[src/rtl/pipe_hazard_ctrl.sv]
// Hazard, forwarding and flush controller for a 5-stage IF/ID/EX/MEM/WB pipeline.
// Tracks per-stage valid bits so bubbles never stall or forward, and keeps saturating counters.
module pipe_hazard_ctrl #(
  parameter int unsigned REG_ADDR_W = 5,
  parameter int unsigned FWD_EN     = 1,
  parameter int unsigned RF_BYPASS  = 1,
  parameter int unsigned BR_STAGE   = 3,
  parameter int unsigned CNT_W      = 32
) (
  input  logic                  clk,
  input  logic                  srst,
  input  logic                  enable,
  input  logic [REG_ADDR_W-1:0] id_rs,
  input  logic [REG_ADDR_W-1:0] id_rt,
  input  logic                  id_uses_rs,
  input  logic                  id_uses_rt,
  input  logic [REG_ADDR_W-1:0] ex_rs,
  input  logic [REG_ADDR_W-1:0] ex_rt,
  input  logic [REG_ADDR_W-1:0] ex_waddr,
  input  logic [REG_ADDR_W-1:0] mem_waddr,
  input  logic [REG_ADDR_W-1:0] wb_waddr,
  input  logic                  ex_reg_write,
  input  logic                  mem_reg_write,
  input  logic                  wb_reg_write,
  input  logic                  ex_mem_read,
  input  logic                  br_taken,
  output logic                  pc_en,
  output logic                  if_id_en,
  output logic                  id_ex_en,
  output logic                  ex_mem_en,
  output logic                  mem_wb_en,
  output logic                  if_id_flush,
  output logic                  id_ex_flush,
  output logic                  ex_mem_flush,
  output logic [1:0]            fwd_a_sel,
  output logic [1:0]            fwd_b_sel,
  output logic [3:0]            stage_valid,
  output logic [CNT_W-1:0]      cycle_cnt,
  output logic [CNT_W-1:0]      stall_cnt,
  output logic [CNT_W-1:0]      flush_cnt,
  output logic [CNT_W-1:0]      retire_cnt
);

  logic [3:0]       valid_q, valid_d;
  logic [CNT_W-1:0] cycle_q, stall_q, flush_q, retire_q;
  logic             ex_prod, mem_prod, wb_prod;
  logic             hit_ex, hit_mem, hit_wb;
  logic             stall, flush;

  function automatic logic [CNT_W-1:0] sat_inc(input logic [CNT_W-1:0] c, input logic inc);
    if (inc && (c != {CNT_W{1'b1}})) begin
      return c + CNT_W'(1);
    end
    return c;
  endfunction

  always_comb begin
    // Producers must be live, writing, and not targeting r0.
    ex_prod  = valid_q[1] && ex_reg_write  && (ex_waddr  != '0);
    mem_prod = valid_q[2] && mem_reg_write && (mem_waddr != '0);
    wb_prod  = valid_q[3] && wb_reg_write  && (wb_waddr  != '0);
    hit_ex   = (id_uses_rs && (id_rs == ex_waddr))  || (id_uses_rt && (id_rt == ex_waddr));
    hit_mem  = (id_uses_rs && (id_rs == mem_waddr)) || (id_uses_rt && (id_rt == mem_waddr));
    hit_wb   = (id_uses_rs && (id_rs == wb_waddr))  || (id_uses_rt && (id_rt == wb_waddr));
    if (FWD_EN != 0) begin
      stall = ex_prod && ex_mem_read && hit_ex;
    end else begin
      stall = (ex_prod && hit_ex) || (mem_prod && hit_mem) ||
              ((RF_BYPASS == 0) && wb_prod && hit_wb);
    end
    flush = br_taken && ((BR_STAGE == 2) ? valid_q[1] : valid_q[2]);
  end

  always_comb begin
    pc_en        = 1'b0;
    if_id_en     = 1'b0;
    id_ex_en     = 1'b0;
    ex_mem_en    = 1'b0;
    mem_wb_en    = 1'b0;
    if_id_flush  = 1'b0;
    id_ex_flush  = 1'b0;
    ex_mem_flush = 1'b0;
    fwd_a_sel    = 2'b00;
    fwd_b_sel    = 2'b00;
    if (!srst) begin
      if (enable) begin
        pc_en     = 1'b1;
        if_id_en  = 1'b1;
        id_ex_en  = 1'b1;
        ex_mem_en = 1'b1;
        mem_wb_en = 1'b1;
        // The stalled ID instruction is younger than the branch, so a flush wins.
        if (flush) begin
          if_id_flush  = 1'b1;
          id_ex_flush  = 1'b1;
          ex_mem_flush = (BR_STAGE != 2);
        end else if (stall) begin
          pc_en       = 1'b0;
          if_id_en    = 1'b0;
          id_ex_flush = 1'b1;
        end
      end
      if ((FWD_EN != 0) && valid_q[1]) begin
        if (mem_prod && (mem_waddr == ex_rs)) begin
          fwd_a_sel = 2'b01;
        end else if (wb_prod && (wb_waddr == ex_rs)) begin
          fwd_a_sel = 2'b10;
        end
        if (mem_prod && (mem_waddr == ex_rt)) begin
          fwd_b_sel = 2'b01;
        end else if (wb_prod && (wb_waddr == ex_rt)) begin
          fwd_b_sel = 2'b10;
        end
      end
    end
  end

  always_comb begin
    if (flush) begin
      valid_d = {valid_q[2], (BR_STAGE == 2) ? valid_q[1] : 1'b0, 2'b00};
    end else if (stall) begin
      valid_d = {valid_q[2], valid_q[1], 1'b0, valid_q[0]};
    end else begin
      valid_d = {valid_q[2:0], 1'b1};
    end
  end

  always_ff @(posedge clk) begin
    if (srst) begin
      valid_q  <= '0;
      cycle_q  <= '0;
      stall_q  <= '0;
      flush_q  <= '0;
      retire_q <= '0;
    end else if (enable) begin
      valid_q  <= valid_d;
      cycle_q  <= sat_inc(cycle_q, 1'b1);
      stall_q  <= sat_inc(stall_q, stall && !flush);
      flush_q  <= sat_inc(flush_q, flush);
      retire_q <= sat_inc(retire_q, valid_q[3]);
    end
  end

  assign stage_valid = valid_q;
  assign cycle_cnt   = cycle_q;
  assign stall_cnt   = stall_q;
  assign flush_cnt   = flush_q;
  assign retire_cnt  = retire_q;

endmodule

[config.mk]
export PLATFORM = sky130hd
export DESIGN_NAME = pipe_hazard_ctrl
export DESIGN_NICKNAME = d
export VERILOG_FILES = /design/src/rtl/pipe_hazard_ctrl.sv
export SDC_FILE = /design/constraint.sdc
export NUM_CORES = 1
export LEC_CHECK = 0
export CAP_MARGIN = 10
export CORE_MARGIN = 8
export CORE_UTILIZATION = 49
export DETAILED_ROUTE_END_ITERATION = 16
export GPL_TIMING_DRIVEN = 0
export PLACE_DENSITY = 0.81
export SLEW_MARGIN = 10
export SYNTH_ARGS = -nofsm -noshare
export SYNTH_HDL_FRONTEND = slang
export SYNTH_SLANG_ARGS = --single-unit
[constraint.sdc]
create_clock -name clk -period 3.09 [get_ports clk]
set_clock_uncertainty 0.15 [all_clocks]
set_input_delay 0.4635 -clock clk [delete_from_list [all_inputs] [get_ports clk]]
set_output_delay 0.4635 -clock clk [all_outputs]
set_load 0.005 [all_outputs]
==> results.md, run 1 <==
- Status: finished, final reports clean
- R2R setup slack: roughly 0.24 ns
- Gpl congestion: 0.848
- RR Startpoint: cycle_cnt[0]
- Clock tree sinks: between 100 and 150
- DR iter-0 viols: 445
- Sequential share of the synthesized area: 38.7%
- Die W: 134 µm
- Power Density: roughly 400 nW/µm²
- FFs w/ async S/R, synth: 0%
- Critical Path Start Type: input pin
- Worst Reg2Reg Path Length in Cells: 8
- Tcrit/Tclk final: 99.0%
- Worst slack at placement: -0.400 ns
- Ys Warns: 0
- Worst Hold Launch: flush_cnt[30]
- Gr ovfl total: 0
- Post-DP HPWL: between 10000 and 15000 µm
- Max Cap Violations: 0
- Synthesized flop and latch total: roughly 130
- CP arrival: 2.45 ns
- Skew-Pair Late Insertion Delay: 0.42 ns
- # hold bufs at CTS: 0
- Max_slew headroom: 45.4%
- Hold slack final: around 0.36 ns
- Reg-to-Reg End: cycle_cnt[19]
- Post-Syn Nets: 874
- Die Y: between 100 and 150 µm
- CTS tree: built
- Core Footprint: 13700 µm²
- Antenna fix cells: 0
- Ports: ~190
- Share of layout cells above drive strength 1: 7.18%
- Setup violations, final: 0
- Syn Std Cell Area: about 6800 µm²
- Leakage: between 3 and 4 nW
- Antenna violations before repair: 0
- First-pass GRT wire length: around 32000 µm
- Period minus WS final: 3.06 ns
- F_max: 0.327 GHz
- Combinational group share of total power: 5.4%
- Max-slew violations: 0
- Worst setup margin: between 0.02 and 0.03 ns
- Total Nets Final: ~1100
- GRT Overall Usage: 21.6%
- Initial Util: between 40% and 50%
- Area of the die: 18000 µm²
- WL/cell: ~16 µm
- Vias per cell: 5.55
- Setup Crit Path Kind: in2out
- Hold Crit Class: reg2reg
- Clock network fraction of total power: 49.7%
- EDFF count, synth: 0
- Register area: 2640 µm²
- Worst hold stages: 2
- Vias: 6799
- Largest net degree at the start of global routing: 20
- Total wire length: 19900 µm
- Peak supply drop: 0.358 mV
- Antenna-violating nets left: 0
- Crit Path Max Fanout: 3
- Net Sw Frac: around 22%
- Root Buffer: clkbuf_16
- Area grow syn2layout: 39.9%
- Final hold vios: 0
- Worst hold path endpoint: flush_cnt[30]
- Clk pin slew, worst setup/hold paths: 0.05 ns
- Syn_area_per_cell: between 8 and 9 µm²
- Port Buf Inserts: 188
- Rows: 43
- Drt drc: 0
- Multi-input logic area: 3980 µm²
- Dominant synthesized flop cell: dfxtp_1
- Longest Clk Path Bufs: 2
- P_sw: 0.858 mW
- Sequential group share of total power: 44.9%
- RSZ-0062 raised after global routing: true
- Vias in the first global route: 6443
- Int Pwr: 2.96 mW
- Worst Path Required: between 2 and 2.5 ns
- Crit end category: output port
- Synth unique cells: 62
- Fill count: 1121
- H-Tree Depth: 4
- TritonRoute pass-1 iters: 7
- Mapped Cells: 825
- Worst-Margin Slew: 0.813 ns
- Num CTS Buffers: 17
==> cell usage after synthesis, types with 8 or more instances <==
cell type,n,area share [%]
nor2_1,117,6.4
nor4_1,17,1.6
and2_1,8,0.73
nand2_1,68,3.7
nor3_1,28,2.1
dfxtp_1,132,39
or4_1,14,1.5
xnor2_1,51,6.5
clkbuf_1,19,1.0
and3_1,20,1.8
inv_1,19,1.0
a21oi_1,34,2.5
nand4_1,52,4.8
xor2_1,65,8.3
or3_1,19,1.7
o21ai_0,19,1.4
nand3_1,46,3.4
==> registers in the layout, summed over array words and instances (netlist names) <==
| signal | count |
|---|---|
| retire_cnt | 32 |
| stage_valid | 4 |
| cycle_cnt | 32 |
| stall_cnt | 32 |
| flush_cnt | 32 |
==> worst max-delay path by stage <==
stage                       from            end  slack [ns]  depth (start not counted)
floorplan           cycle_cnt[0]  cycle_cnt[20]        0.66                          8
global placement            srst    if_id_flush       -0.44                          7
detailed placement          srst    if_id_flush       -0.40                          7
CTS                  ex_waddr[4]          pc_en        0.04                          6
global route        mem_waddr[1]   fwd_b_sel[0]       -0.09                          7
finish              mem_waddr[2]   fwd_b_sel[0]        0.03                          7
==> logic make-up after synthesis <==
| kind of cell | count (synthesis) | synth area share [%] |
|---|---|---|
| AO/OA/AOI/OAI | 90 | 8.69 |
| buffers and inverters | 52 | 3.63 |
| AND/OR/NAND/NOR | 425 | 32.4 |
| XOR/XNOR | 116 | 14.9 |
| adder cells (fa/ha/maj) | 4 | 0.734 |
| multiplexers | 6 | 0.899 |
| flip-flops | 132 | 38.7 |
==> stage by stage <==
| step | util, % | setup TNS [ns] | power, mW | instance area [µm²] | cells |
|---|---|---|---|---|---|
| finish | 69.5 | 0 | 3.82 | 9540 | 1224 |
| global route | 69.5 | -0.0901 | 3.94 | 9540 | 1224 |
| CTS | 69.5 | 0 | 3.85 | 9530 | 1225 |
| detailed placement | 65.1 | -2.63 | 1.96 | 8930 | 1193 |
| global placement | 65.1 | -2.58 | 1.96 | 8930 | 1193 |
| floorplan | - | 0 | 1.84 | 6820 | 825 |
==> routing by layer <==
layer	vias up	wire, µm	global-route usage (%)
li1	3344	-	-
met4	0	524	8.48
met2	225	9530	35.9
met5	-	0	0
met3	42	1400	6.10
met1	3188	8470	25.9
==> critical path: stages <==
cell,delay [ns]
clkdlybuf4s50_1,0.47
or4_1,0.52
o211ai_1,0.26
nor4_1,0.11
nand3_1,0.11
nor2_1,0.05
clkdlybuf4s50_1,0.47
==> power groups by stage <==
stage	clock (mW)	combinational (mW)	sequential [mW]
final	1.90	0.208	1.71
after global routing	2.00	0.225	1.72
after CTS	1.93	0.209	1.71
after detailed placement	0	0.205	1.75
after global placement	0	0.203	1.75
after floorplan	0	0.0872	1.75
==> what timing repair did <==
| action | in CTS | in global routing |
|---|---|---|
| pin swaps | 2 | 0 |
| setup buffers | 2 | 0 |
| gates resized for setup | 12 | 7 |
| setup endpoints to repair | 7 | 5 |
==> layout by cell type, fill, tap and decap left out, types with 20 or more instances in the layout <==
master	netlist	routed
nand3_1	46	46
clkdlybuf4s50_1	0	181
a21oi_1	34	33
xnor2_1	51	51
nor3_1	28	28
and3_1	20	20
nand2_1	68	67
nor2_1	117	117
xor2_1	65	65
dfxtp_1	132	132
nand4_1	52	52
clkbuf_1	19	20
==> layout make-up <==
class | instances | share of cell area, %
Clock buffer | 21 | 4.83
Clock inverter | 10 | 1.05
Inverter | 19 | 0.747
Buffer | 31 | 1.77
Timing Repair Buffer | 190 | 19.8
Tap cell | 180 | 2.36
Multi-Input combinational cell | 641 | 41.8
Sequential cell | 132 | 27.7
No activity file was read; power rests on OpenSTA's default activity.
==> run 2, diff against run 1 <==
--- a/config.mk
+++ b/config.mk
@@ -5,9 +5,9 @@
 export SDC_FILE = /design/constraint.sdc
 export NUM_CORES = 1
 export LEC_CHECK = 0
-export CAP_MARGIN = 10
 export CORE_MARGIN = 8
 export CORE_UTILIZATION = 49
+export CTS_CLUSTER_DIAMETER = 50
 export DETAILED_ROUTE_END_ITERATION = 16
 export GPL_TIMING_DRIVEN = 0
 export PLACE_DENSITY = 0.81
==> results of run 2 <==
Final layout, timing and power as in run 1 (identical DEF).
==> run 3, diff against run 2 <==
--- a/config.mk
+++ b/config.mk
@@ -6,11 +6,11 @@
 export NUM_CORES = 1
 export LEC_CHECK = 0
 export CORE_MARGIN = 8
-export CORE_UTILIZATION = 49
+export CORE_UTILIZATION = 50
 export CTS_CLUSTER_DIAMETER = 50
 export DETAILED_ROUTE_END_ITERATION = 16
 export GPL_TIMING_DRIVEN = 0
-export PLACE_DENSITY = 0.81
+export PLACE_DENSITY = 0.83
 export SLEW_MARGIN = 10
 export SYNTH_ARGS = -nofsm -noshare
 export SYNTH_HDL_FRONTEND = slang
==> constraint.sdc (replaced) <==
create_clock -name clk -period 3.95 [get_ports clk]
set_clock_uncertainty 0.15 [all_clocks]
set_input_delay 0.5925 -clock clk [delete_from_list [all_inputs] [get_ports clk]]
set_output_delay 0.5925 -clock clk [all_outputs]
set_load 0.005 [all_outputs]
==> run 3 against run 2 <==
Against the previous run:
- register-to-register slack better by 0.73 ns
- critical endpoint is now if_id_flush
- design area is 0.30% higher
- clock power is 9% lower
- flip-flop and latch count stayed put
- utilization is 2.4 points higher
- first-iteration DRC count is 0.45% lower
- highest routed layer unchanged
- largest cell class unchanged
- global-route usage is 1.1 points higher
- final cell count is 0.25% lower
- critical path depth stayed put
- via count is 1.8% higher
- worst setup slack better by 0.19 ns
==> results.md, run 3 (synthesized netlist as in run 1, its figures left out) <==
- Status: finished, final reports clean
- Post-DP HPWL: 15000 µm (+0.85%)
- Peak supply drop: 0.248 mV (-31%)
- Clock tree sinks: 132 (unchanged)
- Crit-path cells: clkdlybuf4s50_1, buf_6, clkbuf_1, buf_1, nor2_1, buf_4, clkdlybuf4s50_1
- Rows: 42 (-2.3%)
- Initial Util: 51.3% (+1.6 points)
- Slowest Stage Delay on Critical Path: 0.59 ns (+0.07 ns)
- Worst Hold Launch: stall_cnt[31]
- First-pass GRT wire length: 33500 µm (+4.6%)
- Vias: 6921 (+1.8%)
- Worst hold path endpoint: stall_cnt[31]
- Reg-to-Reg End: stall_cnt[1]
- Die Y: 133 µm (-0.88%)
- Post-CTS setup repair buffer count: 0 (-2)
- Clock network fraction of total power: 53.4% (+3.7 points)
- Hold slack final: 0.347 ns (-0.0173 ns)
- Die W: 133 µm (-0.88%)
- Met3 usage in global routing: 7.23% (+1.1 points)
- Drt drc: 0 (unchanged)
- Int Pwr: 2.52 mW (-15%)
- Vias per cell: 5.67 (+2.0%)
- Largest net degree at the start of global routing: 17 (-15%)
- Antenna fix cells: 0 (unchanged)
- TritonRoute pass-1 iters: 5 (-2)
- Worst Reg2Reg Path Length in Cells: 7 (-1)
- Vias in the first global route: 6840 (+6.2%)
- Gr ovfl total: 0 (unchanged)
- CTS tree: built
- Antenna violations before repair: 0 (unchanged)
- Crit-path slowest cell: clkdlybuf4s50_1
- Period minus WS final: 3.73 ns
- Combinational group share of total power: 5.0% (-0.4 points)
- Setup Crit Path Kind: in2out
- Crit end category: output port
- Power Density: 337 nW/µm² (-16%)
- CP arrival: 2.99 ns (+0.54 ns)
- Most frequent cells in the layout: clkdlybuf4s50_1 (188), dfxtp_1 (132), nor2_1 (117)
- Core Footprint: 13300 µm² (-3.1%)
- Ports: 189 (unchanged)
- Critical Path Start Type: input pin
- Hold Crit Class: reg2reg
- Area grow syn2layout: 40.3%
- Max_slew headroom: 38.1% (-7.3 points)
- CP Buf/Inv Count: 6 (+4)
- Leakage: 3.12 nW (+0.37%)
- R2R setup slack: 0.97 ns (+0.73 ns)
- Top Usage Layer GRT: met2
- Clk pin slew, worst setup/hold paths: 0.06 ns (about the same)
- Num CTS Buffers: 17 (unchanged)
- Final hold vios: 0 (unchanged)
- Crit Path Max Fanout: 10 (+7)
- Share of layout cells above drive strength 1: 6.51% (-0.68 points)
- Area of the die: 17600 µm² (-1.8%)
- Sequential group share of total power: 41.6% (-3.3 points)
- Port Buf Inserts: 188 (unchanged)
- Met2 usage: 38.5% (+2.5 points)
- Tcrit/Tclk final: between 90% and 100%
- Antenna-violating nets left: 0 (unchanged)
- # hold bufs at CTS: 0 (unchanged)
- Gpl congestion: 0.862 (+1.6%)
- Most common cell after layout, fill and taps aside: clkdlybuf4s50_1
- F_max: approximately 0.27 GHz
- Net Sw Frac: 21.9% (-0.53 points)
- Worst-Margin Slew: 0.920 ns (+0.107 ns)
- GRT Overall Usage: 22.8% (+1.1 points)
- Total Nets Final: 1081 (unchanged)
- Total negative slack: 0 ns (unchanged)
- H-Tree Depth: 4 (unchanged)
- Delay-heaviest family, CP: buffers and inverters
- Fill count: 1051 (-6.2%)
- Final Util: 72.0% (+2.4 points)
- Worst hold stages: 2 (unchanged)
- Longest Clk Path Bufs: 2 (unchanged)
- RSZ-0062 raised after global routing: false
- Skew-Pair Late Insertion Delay: 0.42 ns (about the same)
- Worst Path Required: 3.21 ns (+0.73 ns)
- Root Buffer: clkbuf_16
- P_sw: 0.707 mW (-18%)
- DR iter-0 viols: 443 (-0.45%)
- Total wire length: 20600 µm (+3.3%)
- Cell mode on critical path: clkdlybuf4s50_1
- Setup violations, final: 0 (unchanged)
- Global-route met1 utilization: 26.0% (+0.14 points)
- Max Cap Violations: 0 (unchanged)
- Max-slew violations: 0 (unchanged)
- RR Startpoint: stall_cnt[14]
- CTS resizes: 0 (-12)
- WL/cell: 16.9 µm (+3.6%)
- Tot Pwr: 3.22 mW (-16%)
==> run 3: cell types whose count changed in the layout (fill, tap and decap cells not counted), sizes merged <==
cell and change:
buf -1, bufinv +3, clkbuf -2, clkdlybuf4s15 -1, clkdlybuf4s50 +7, clkinv +2, clkinvlp -3, dlygate4sd2 -4
dlymetal6s2s -1, inv +1
==> run 3: area by class of cell <==
cell class | instances | area [µm²] | area share [%]
buffer | 33 | 176 | 1.84
sequential | 132 | 2640 | 27.6
timing repair buffer | 188 | 1880 | 19.7
clock inverter | 13 | 194 | 2.03
clock buffer | 19 | 453 | 4.73
multi-input combinational | 641 | 3930 | 41.1
tap | 176 | 220 | 2.30
inverter | 19 | 71.3 | 0.745
==> run 3: worst max path at each step <==
stage / slack, ns / cells after the start / startpoint / endpoint
floorplan: 1.51 / 4 / ex_waddr[1] / pc_en
global placement: 0.15 / 7 / srst / if_id_flush
detailed placement: 0.19 / 7 / srst / if_id_flush
CTS: 0.19 / 7 / srst / if_id_flush
global route: 0.05 / 7 / srst / if_id_flush
finish: 0.22 / 7 / srst / if_id_flush
==> run 3: power by group through the flow <==
stage	logic [mW]	clock network, mW	registers [mW]
finish	0.161	1.72	1.34
CTS	0.161	1.74	1.34
detailed placement	0.160	0	1.37
floorplan	0.0682	0	1.37
global route	0.174	1.79	1.34
global placement	0.158	0	1.37
==> run 3: tightest hold or removal path, delay by kind of cell, from the launching register on <==
family | cells | cell delay (ns)
compound gates | 2 | 0.13
flops | 1 | 0.33
==> run 3: per-stage QoR <==
| step | std cells | setup WS, ns | area [µm²] |
|---|---|---|---|
| 2_1_floorplan | 825 | 1.51 | 6820 |
| 3_3_place_gp | 1189 | 0.146 | 8920 |
| 3_5_place_dp | 1189 | 0.194 | 8920 |
| 4_1_cts | 1221 | 0.185 | 9570 |
| 5_1_grt | 1221 | 0.0516 | 9570 |
| 6_report | 1221 | 0.219 | 9570 |
==> run 3: routing by layer <==
metal	vias up	wire (µm)
met3	47	1450
met1	3259	8640
met4	0	644
met5	-	0
met2	266	9840
li1	3349	-
